`config.mk`:
```
export PLATFORM = sky130hd
export DESIGN_NAME = vision_test_seq
export DESIGN_NICKNAME = d
export VERILOG_FILES = /design/src/rtl/vision_pkg.sv /design/src/rtl/btn_debounce.sv /design/src/rtl/vision_test_seq.sv
export SDC_FILE = /design/constraint.sdc
export NUM_CORES = 1
export LEC_CHECK = 0
export ABC_AREA = 1
export BUFFER_PORTS_ARGS = -buffer_cell sky130_fd_sc_hd__buf_4
export CORE_AREA = 5 5 165 167
export DETAILED_ROUTE_END_ITERATION = 10
export DIE_AREA = 0 0 170 172
export PLACE_DENSITY = 0.42
export SETUP_SLACK_MARGIN = 0.5
export SKIP_CTS_REPAIR_TIMING = 1
export SYNTH_ARGS = -nofsm -noshare
export SYNTH_HDL_FRONTEND = slang
export SYNTH_SLANG_ARGS = --single-unit
```
`constraint.sdc`:
```
create_clock -name clk -period 1.5 [get_ports clk]
set_input_delay 0.3 -clock clk [delete_from_list [all_inputs] [get_ports clk]]
set_output_delay 0.3 -clock clk [all_outputs]
set_load 0.01 [all_outputs]
```
`src/rtl/vision_pkg.sv`:
```
// Shared definitions for the vision-tester sequencer.
//   state_t     : trial-loop FSM states
//   SYM_*       : glyph selector codes understood by the matrix stage
//   LFSR_SEED   : power-up value of the orientation LFSR
//   lfsr_step() : one step of the x^4+x^3+1 Fibonacci LFSR
package vision_pkg;

  typedef enum logic [2:0] {
    IDLE,
    SHOW,
    JUDGE,
    FEEDBACK,
    DONE
  } state_t;

  localparam logic [3:0] SYM_UP    = 4'd0;
  localparam logic [3:0] SYM_DOWN  = 4'd1;
  localparam logic [3:0] SYM_LEFT  = 4'd2;
  localparam logic [3:0] SYM_RIGHT = 4'd3;
  localparam logic [3:0] SYM_OK    = 4'd4;
  localparam logic [3:0] SYM_BLANK = 4'd8;

  localparam logic [3:0] LFSR_SEED = 4'b1001;

  // Shift left, feedback from the x^4 and x^3 taps; maximal length (15 states).
  function automatic logic [3:0] lfsr_step(input logic [3:0] v);
    return {v[2:0], v[3] ^ v[2]};
  endfunction

endpackage

```
`src/rtl/btn_debounce.sv`:
```
// Single-button conditioner.
//   clk      in  system clock
//   rst_n    in  asynchronous active-low reset
//   btn_raw  in  raw asynchronous button level, active-high
//   rise     out one-cycle pulse when the debounced level goes 0 -> 1
// The raw input is synchronised by two flops; the debounced level only
// follows the synchronised input after it has differed from the current
// level for DEB_CNT consecutive cycles.
module btn_debounce #(
  parameter int DEB_CNT = 1000000
) (
  input  logic clk,
  input  logic rst_n,
  input  logic btn_raw,
  output logic rise
);

  localparam int CW = (DEB_CNT > 1) ? $clog2(DEB_CNT) : 1;
  localparam logic [CW-1:0] CNT_LAST = CW'(DEB_CNT - 1);
  localparam logic [CW-1:0] CNT_ONE  = CW'(1);

  logic          meta_reg;
  logic          sync_reg;
  logic          level_reg;
  logic          rise_reg;
  logic [CW-1:0] cnt_reg;

  always_ff @(posedge clk or negedge rst_n) begin
    if (!rst_n) begin
      meta_reg  <= 1'b0;
      sync_reg  <= 1'b0;
      level_reg <= 1'b0;
      rise_reg  <= 1'b0;
      cnt_reg   <= '0;
    end else begin
      meta_reg <= btn_raw;
      sync_reg <= meta_reg;
      rise_reg <= 1'b0;
      if (sync_reg == level_reg) begin
        // Any return to the accepted level restarts the stability window.
        cnt_reg <= '0;
      end else if (cnt_reg == CNT_LAST) begin
        level_reg <= sync_reg;
        rise_reg  <= sync_reg;
        cnt_reg   <= '0;
      end else begin
        cnt_reg <= cnt_reg + CNT_ONE;
      end
    end
  end

  assign rise = rise_reg;

endmodule

```
`src/rtl/vision_test_seq.sv`:
```
// Upstream sequencer for the 8x8 LED-matrix vision tester.
//   clk       in   system clock
//   rst_n     in   asynchronous active-low reset
//   start     in   one-cycle request to begin a test (honoured in IDLE only)
//   btn[3:0]  in   raw buttons {up,down,left,right}, active-high
//   scan_idx  out  row index 0..7 for the matrix stage
//   sym_sel   out  glyph: 0..3 optotype, 4 OK, 8 blank
//   score     out  correct answers of the current/last test
//   busy      out  test in progress
//   done      out  one-cycle pulse at the end of the last feedback
// A free-running row divider produces row/frame ticks used as the only
// timebase for answer timeout and feedback duration.  A trial shows a
// random optotype, waits for a single debounced press (or timeout), grades
// it and shows feedback.  All outputs are registered from the current state,
// so they follow a state change by one cycle.
module vision_test_seq
  import vision_pkg::*;
#(
  parameter int SCAN_DIV    = 6250,
  parameter int DEB_CNT     = 1000000,
  parameter int TIMEOUT_FRM = 3000,
  parameter int FB_FRM      = 500,
  parameter int NUM_TRIALS  = 5
) (
  input  logic       clk,
  input  logic       rst_n,
  input  logic       start,
  input  logic [3:0] btn,
  output logic [2:0] scan_idx,
  output logic [3:0] sym_sel,
  output logic [2:0] score,
  output logic       busy,
  output logic       done
);

  localparam int DIV_W = (SCAN_DIV > 1) ? $clog2(SCAN_DIV) : 1;
  localparam logic [DIV_W-1:0] DIV_LAST = DIV_W'(SCAN_DIV - 1);
  localparam logic [DIV_W-1:0] DIV_ONE  = DIV_W'(1);

  localparam int FRM_MAX = (TIMEOUT_FRM > FB_FRM) ? TIMEOUT_FRM : FB_FRM;
  localparam int FRM_W   = $clog2(FRM_MAX + 1);
  localparam logic [FRM_W-1:0] TIMEOUT_LAST = FRM_W'(TIMEOUT_FRM);
  localparam logic [FRM_W-1:0] FB_LAST      = FRM_W'(FB_FRM);
  localparam logic [FRM_W-1:0] FRM_ONE      = FRM_W'(1);

  localparam logic [2:0] TRIALS_LAST = 3'(NUM_TRIALS);

  // ---------------------------------------------------------------- scan
  logic [DIV_W-1:0] div_reg;
  logic [2:0]       scan_idx_reg;
  logic             row_tick;
  logic             frame_tick;

  assign row_tick   = (div_reg == DIV_LAST);
  assign frame_tick = row_tick && (scan_idx_reg == 3'd7);

  always_ff @(posedge clk or negedge rst_n) begin
    if (!rst_n) begin
      div_reg      <= '0;
      scan_idx_reg <= 3'd0;
    end else begin
      div_reg <= row_tick ? '0 : div_reg + DIV_ONE;
      if (row_tick) begin
        scan_idx_reg <= scan_idx_reg + 3'd1;
      end
    end
  end

  // ---------------------------------------------------------------- LFSR
  logic [3:0] lfsr_reg;

  always_ff @(posedge clk or negedge rst_n) begin
    if (!rst_n) begin
      lfsr_reg <= LFSR_SEED;
    end else begin
      lfsr_reg <= lfsr_step(lfsr_reg);
    end
  end

  // ------------------------------------------------------------- buttons
  // press[i] is the rising edge for glyph code i; btn is ordered
  // {up,down,left,right}, so glyph i maps to btn[3-i].
  logic [3:0] press;

  genvar gi;
  generate
    for (gi = 0; gi < 4; gi++) begin : g_btn
      btn_debounce #(
        .DEB_CNT(DEB_CNT)
      ) u_deb (
        .clk    (clk),
        .rst_n  (rst_n),
        .btn_raw(btn[3-gi]),
        .rise   (press[gi])
      );
    end
  endgenerate

  // ----------------------------------------------------------------- FSM
  state_t           state_reg,   state_next;
  logic [1:0]       orient_reg;
  logic             hit_reg,     hit_next;
  logic [2:0]       score_reg,   score_next;
  logic [2:0]       trial_reg,   trial_next;
  logic [FRM_W-1:0] frame_reg;
  logic [3:0]       sym_sel_reg, sym_sel_next;
  logic             busy_reg,    busy_next;
  logic             done_reg,    done_next;
  logic [3:0]       orient_mask;

  assign orient_mask = 4'b0001 << orient_reg;

  always_ff @(posedge clk or negedge rst_n) begin
    if (!rst_n) begin
      state_reg <= IDLE;
    end else begin
      state_reg <= state_next;
    end
  end

  always_comb begin
    state_next   = state_reg;
    hit_next     = hit_reg;
    score_next   = score_reg;
    trial_next   = trial_reg;
    sym_sel_next = sym_sel_reg;
    busy_next    = 1'b0;
    done_next    = 1'b0;
    case (state_reg)
      IDLE: begin
        sym_sel_next = SYM_BLANK;
        if (start) begin
          state_next = SHOW;
          score_next = 3'd0;
          trial_next = 3'd0;
        end
      end
      SHOW: begin
        sym_sel_next = {2'b00, orient_reg};
        busy_next    = 1'b1;
        if (press != 4'b0000) begin
          // Correct only if exactly the orientation's button rose; any
          // multi-button press fails this one-hot comparison.  A press in
          // the timeout cycle takes this branch, so the press wins.
          state_next = JUDGE;
          hit_next   = (press == orient_mask);
        end else if (frame_reg == TIMEOUT_LAST) begin
          state_next = JUDGE;
          hit_next   = 1'b0;
        end
      end
      JUDGE: begin
        busy_next  = 1'b1;
        state_next = FEEDBACK;
        if (hit_reg && (score_reg != TRIALS_LAST)) begin
          score_next = score_reg + 3'd1;
        end
      end
      FEEDBACK: begin
        sym_sel_next = hit_reg ? SYM_OK : SYM_BLANK;
        busy_next    = 1'b1;
        if (frame_reg == FB_LAST) begin
          trial_next = trial_reg + 3'd1;
          state_next = (trial_reg + 3'd1 == TRIALS_LAST) ? DONE : SHOW;
        end
      end
      DONE: begin
        sym_sel_next = SYM_BLANK;
        done_next    = 1'b1;
        state_next   = IDLE;
      end
      default: begin
        state_next = IDLE;
      end
    endcase
  end

  // Counters, orientation capture and registered outputs.
  always_ff @(posedge clk or negedge rst_n) begin
    if (!rst_n) begin
      orient_reg  <= 2'd0;
      hit_reg     <= 1'b0;
      score_reg   <= 3'd0;
      trial_reg   <= 3'd0;
      frame_reg   <= '0;
      sym_sel_reg <= SYM_BLANK;
      busy_reg    <= 1'b0;
      done_reg    <= 1'b0;
    end else begin
      hit_reg     <= hit_next;
      score_reg   <= score_next;
      trial_reg   <= trial_next;
      sym_sel_reg <= sym_sel_next;
      busy_reg    <= busy_next;
      done_reg    <= done_next;
      if ((state_next == SHOW) && (state_reg != SHOW)) begin
        orient_reg <= lfsr_reg[1:0];
      end
      // Frame count restarts on every state change, so a frame tick on the
      // entry edge itself is not counted.
      if (state_next != state_reg) begin
        frame_reg <= '0;
      end else if (frame_tick && ((state_reg == SHOW) || (state_reg == FEEDBACK))) begin
        frame_reg <= frame_reg + FRM_ONE;
      end
    end
  end

  assign scan_idx = scan_idx_reg;
  assign sym_sel  = sym_sel_reg;
  assign score    = score_reg;
  assign busy     = busy_reg;
  assign done     = done_reg;

endmodule

```
# After elaboration in Yosys (flattened, before gate mapping)
# Cells that the tools add are included.
[totals] out_inout_bits=12 input_bits=7 reg_bits=146
[classes] muxes=36 eq_ne=25 n_addsub=9 bitwise=5 n_shift=1 n_reduce_logical=21
[op_table] cell="$mux 20" count=8
[op_table] cell="$add 20x1->20 const B" count=4
[op_table] cell="$eq 20x20->1 const B" count=4
[op_table] cell="$mux 12" count=2
[op_table] cell="$mux 3" count=8
[op_table] cell="$add 13x1->13 const B" count=1
[op_table] cell="$eq 13x13->1 const B" count=1
[op_table] cell="$mux 13" count=1
[op_table] cell="$add 12x1->12 const B" count=1
[op_table] cell="$eq 12x12->1 const B" count=1
[op_table] cell="$eq 12x9->1 const B" count=1
[op_table] cell="$mux 1" count=12
[op_table] cell="$pmux 3 s2" count=2
[op_table] cell="$pmux 3 s4" count=1
[op_table] cell="$pmux 4 s3" count=1
[op_table] cell="$reduce_and 2->1" count=5
[op_table] cell="$add 3x1->3 const B" count=3
[op_table] cell="$eq 3x3->1 const B" count=3
[op_table] cell="$reduce_bool 2->1" count=4
[op_table] cell="$eq 3x1->1 const B" count=2
[op_table] cell="$eq 3x2->1 const B" count=2
[op_table] cell="$ne 2x2->1 const B" count=3
[op_table] cell="$reduce_and 3->1" count=2
[op_table] cell="$eq 1x1->1" count=4
[op_table] cell="other kinds (15)" count=21

# Logic depth before layout (Yosys ltp)
[depth] depth_word=7 mapped_depth=12 ltp_nobuf=12

# Modules after synthesis
# A second synthesis with hierarchy kept.
[unflattened] hier_cells=1010 hier_area_um2=8294.2
[by_module_without_submodules] module="btn_debounce" cells_per_inst=167 area_per_inst_um2=1395.1 n_inst=4 seq_area_each_um2=600.6
[by_module_without_submodules] module="vision_test_seq" cells_per_inst=342 area_per_inst_um2=2713.9 n_inst=1 seq_area_each_um2=1255.0

# Worst setup path before layout
# OpenSTA, ideal clock, no wires.
[synth_timing] path_type="reg2reg" start="register scan_idx_reg[0] (netlist: scan_idx[0])" end="register frame_reg[3]" n_path_buf=0 setup_slack_ps=-26 t_arrival_ps=1406 stages_incl_launch_ff=9 setup_time_ps=120 path_cell_list="dfrtp_1 -> ha_1 -> ha_1 -> nand2_1 -> inv_1 -> nand4_1 -> nor2_1 -> xor2_1 -> nor2_2"
[synth_between] elab_chain_len=4
[synth_rtl] item="from (decl)" line="vision_test_seq.sv:50" source="logic [2:0] scan_idx_reg;"
[synth_rtl] item="from (signal assigned)" line="vision_test_seq.sv:64" source="scan_idx_reg <= scan_idx_reg + 3'd1;"
[synth_rtl] item="$eq 3x3->1" line="vision_test_seq.sv:55" source="assign frame_tick = row_tick && (scan_idx_reg == 3'd7);"
[synth_rtl] item="$logic_and 1x1->1" line="vision_test_seq.sv:55"
[synth_rtl] item="$logic_and 1x1->1" line="vision_test_seq.sv:203" source="end else if (frame_tick && ((state_reg == SHOW) || (state_reg == FEEDBACK))) begin"
[synth_rtl] item="$reduce_bool 2->1 (no line)"
[synth_rtl] item="to (signal assigned)" line="vision_test_seq.sv:204" source="frame_reg <= frame_reg + FRM_ONE;"
[synth_rtl] item="to (decl)" line="vision_test_seq.sv:105" source="logic [FRM_W-1:0] frame_reg;"
# No other way between the ends.
# A chain may end at the register's enable or synchronous reset.

# Worst setup path in the final report
[layout_timing] start="register frame_reg[0]" end="register frame_reg[2]"
[layout_between] elab_chain_len=6
[layout_rtl] item="$eq 12x12->1" line="vision_test_seq.sv:147" source="end else if (frame_reg == TIMEOUT_LAST) begin"
[layout_rtl] item="$mux 3" line="vision_test_seq.sv:147"
[layout_rtl] item="$mux 3" line="vision_test_seq.sv:141" source="if (press != 4'b0000) begin"
[layout_rtl] item="$pmux 3 s4" line="vision_test_seq.sv:129" source="case (state_reg)"
[layout_rtl] item="$ne 3x3->1" line="vision_test_seq.sv:201" source="if (state_next != state_reg) begin"
[layout_rtl] item="$mux 12 or $reduce_bool 2->1 (tied branches)"
# Several ways; a longest one is shown, not always the timed one. The select of a mux whose other input is x is not followed.

==> results.py <==
metrics = {
    "floorplan": {
        "die_x_um": 170,
        "design.die.area_um2": 29200,
        "top_level_ports": 19,
        "floorplan.die.height_um": 172,
        "initial_core_util_pct": 29.4,
        "core_area_um2": 25600,
        "rows": 59,
    },
    "sta": {
        "relSlewSlack_pct": 71.7,
        "timing.fmax_mhz": 602,
        "final.period_utilization_pct": 111,
        "post-route-worst-setup-slack_ns": -0.161,
        "hold_violations": 29,
        "setup_violations_final": 71,
        "rsz0062_at_grt": "yes",
        "final-max-slew-violation-count": 0,
        "worst_hold_slack_ns": -0.219,
        "final_period_minus_worst_setup_slack_ns": 1.66,
        "finClkSkew_ns": 0.0142,
        "timing_worst_slew_pin_value_ns": 0.425,
    },
    "synth": {
        "synth_edf_count": 0,
        "async_reset_ff_share_pct": 100,
        "ys.warnings.count": 0,
        "synth-seq-cells": 146,
        "syn_area_per_cell_um2": 8.24,
        "yosysSeqAreaShare_pct": 48.5,
        "synth.lib_cells_used.distinct": 43,
        "synth.cell_area_um2": 7540,
        "yosysTopAreaCell": "dfrtp_1",
        "synth_top_flop_cell": "dfrtp_1",
        "synthesis.instances": 916,
        "synth.top_cells.by_area": "dfrtp_1, nand2_1, nor2_1",
        "syn_nets": 937,
        "post_synth_most_frequent_cells": "nand2_1, nor2_1, dfrtp_1",
        "post-synth-top-count-cell": "nand2_1",
        "post-synth-top-area-fraction_pct": 47.4,
    },
    "global_routing": {
        "grt_pass1_vias": 6603,
        "globalRoute.totalOverflow": 0,
        "grt_start_max_net_pins": 38,
        "antenna_found_initial": 0,
        "globalRouteTotalUtil_pct": 13.1,
        "wire_length_of_the_first_global_routing_pass_mm": 31.3,
    },
    "cts": {
        "ctsLongestPathBuffers": 2,
        "clk_root_buffer_cell": "clkbuf_16",
        "clk_transition_reported_paths_ns": 0.06,
        "clock_latency_ns": 0.43,
        "cts_tree": "yes",
        "number_of_h_tree_branching_levels": 4,
        "cts_buffers": 17,
        "cts_sinks": 146,
    },
    "detailed_routing": {
        "via_count": 6701,
        "post_drt_via_cell_ratio": 4.43,
        "dr.first_iter.drc_count": 248,
        "drt-pass1-iter-count": 4,
        "wl_mm": 19.0,
        "detail-route-antenna-nets": 0,
        "remaining_routing_drc_violations": 0,
        "wl_per_cell_um": 12.6,
    },
    "cells_and_area": {
        "finish.utilization_pct": 46.9,
        "seq_area_um2": 3670,
        "layout.nets": 1187,
        "largest_register_ff_count": 80,
        "multi_input_comb_area_um2": 4620,
        "drive_above_1_share_pct": 49.0,
        "nFillCells": 2417,
        "number_of_inserted_diodes": 0,
        "area_delta_synth_final_pct": 59.2,
    },
    "critical_path": {
        "path_buf_inv": 2,
        "critPathKind": "flip-flop to flip-flop",
        "critical_path.reg2reg.endpoint": "frame_reg[2]$_DFFE_PN0P_",
        "cp.depth": 10,
        "critical_path_arrival_ns": 1.97,
        "worstPathCellList": "inv_2 > ha_4 > nand4_1 > nor2_2 > nand3_2 > o21ai_2 > nor2_1 > nand2_2 > buf_8 > nor2_2",
        "reg2reg_setup_slack_ns": -0.16,
        "cpPeakStageDelay_ns": 0.39,
        "timing.critical_path.required_ns": 1.81,
        "timing.critical_path.from_type": "flip-flop",
        "cpMaxStageDelayCell": "dfrtp_1",
        "timing.critical_path.max_delay_family": "simple AND/OR/NAND/NOR gates",
        "worstPathMaxFanout": 6,
        "worstRegToRegCells": 10,
        "critical_path.endpoint_type": "flip-flop",
        "crit-reg2reg-launch": "frame_reg[0]$_DFFE_PN0P_",
        "cpMostUsedCell": "nor2_2",
    },
    "flow_run": {
        "maxCapViolCount": 0,
    },
    "status": {
        "status": "finished with violations",
        "violations_in_the_final_reports": "hold timing, setup timing",
    },
    "worst_hold_path": {
        "min_path_type": "input pin to async pin",
    },
    "placement": {
        "place.gp.congestion": 0.810,
        "hpwlAfterDp_mm": 13.3,
        "port-buffer-count": 18,
    },
    "power_and_ir_drop": {
        "power.density_cell_area_nw_per_um2": 730,
        "power.static_leakage_uw": 0.00545,
        "max-vdd-ir-drop_uv": 514,
    },
}
-- metrics by stage --
stage	setup TNS [ns]	setup slack [ns]	area, µm²	power, µW	std cells
finish	-4.74	-0.161	12000	8770	1514
global route	-14.39	-0.305	12000	9120	1514
CTS	-4.21	-0.213	10200	8840	1452
detailed placement	-3.08	-0.175	9630	4370	1420
floorplan	0	0.00916	7880	4170	916
global placement	-2.55	-0.141	9630	4370	1420
-- report_power, final --
group | leakage, µW | switching, µW | internal [µW] | total, µW
combinational | 0.00325 | 219 | 166 | 385
clock | 0.000277 | 1810 | 2570 | 4370
sequential | 0.00193 | 33.8 | 3970 | 4010
-- cell usage in the layout (no fill, tap or decap), types with 29 or more instances in the layout --
cell type / count
nor2_2: 42
inv_1: 94
buf_6: 63
dfrtp_1: 130
nor2_4: 39
buf_4: 158
inv_2: 30
nor2_1: 96
nand3_1: 32
nand2_1: 121
nand2_2: 40
nand4_1: 29
-- worst max-delay path by stage --
stage | to | startpoint
CTS | frame_reg[10]$_DFFE_PN0P_ | trial_reg[0]$_DFFE_PN0P_
finish | frame_reg[2]$_DFFE_PN0P_ | frame_reg[0]$_DFFE_PN0P_
global placement | frame_reg[3]$_DFFE_PN0P_ | trial_reg[0]$_DFFE_PN0P_
floorplan | frame_reg[2]$_DFFE_PN0P_ | div_reg[1]$_DFF_PN0_
global route | frame_reg[2]$_DFFE_PN0P_ | frame_reg[1]$_DFFE_PN0P_
detailed placement | frame_reg[2]$_DFFE_PN0P_ | trial_reg[0]$_DFFE_PN0P_
-- kinds of logic after synthesis --
| logic type | count (synthesis) | synth area share [%] |
|---|---|---|
| AO/OA/AOI/OAI | 60 | 4.61 |
| XOR/XNOR | 51 | 5.92 |
| adder cells (fa/ha/maj) | 14 | 2.32 |
| buffers and inverters | 144 | 7.43 |
| flip-flops | 146 | 48.5 |
| AND/OR/NAND/NOR | 501 | 31.2 |
-- routing by layer --
metal | vias to the layer above | wire, µm | track usage [%]
met1 | 3183 | 8940 | 17.3
li1 | 3429 | - | -
met5 | - | 0 | 0
met2 | 61 | 9390 | 22.0
met4 | 0 | 335 | 4.44
met3 | 28 | 348 | 2.15
-- area by class of cell --
cell class                 instances  area share [%]
sequential                       146            30.6
timing repair buffer             235            17.6
inverter                         139            4.80
multi-input combinational        627            38.5
clock inverter                    13            1.26
tap                              335            3.49
clock buffer                      19            3.77
Note: power is estimated with default switching activity, not from simulation.
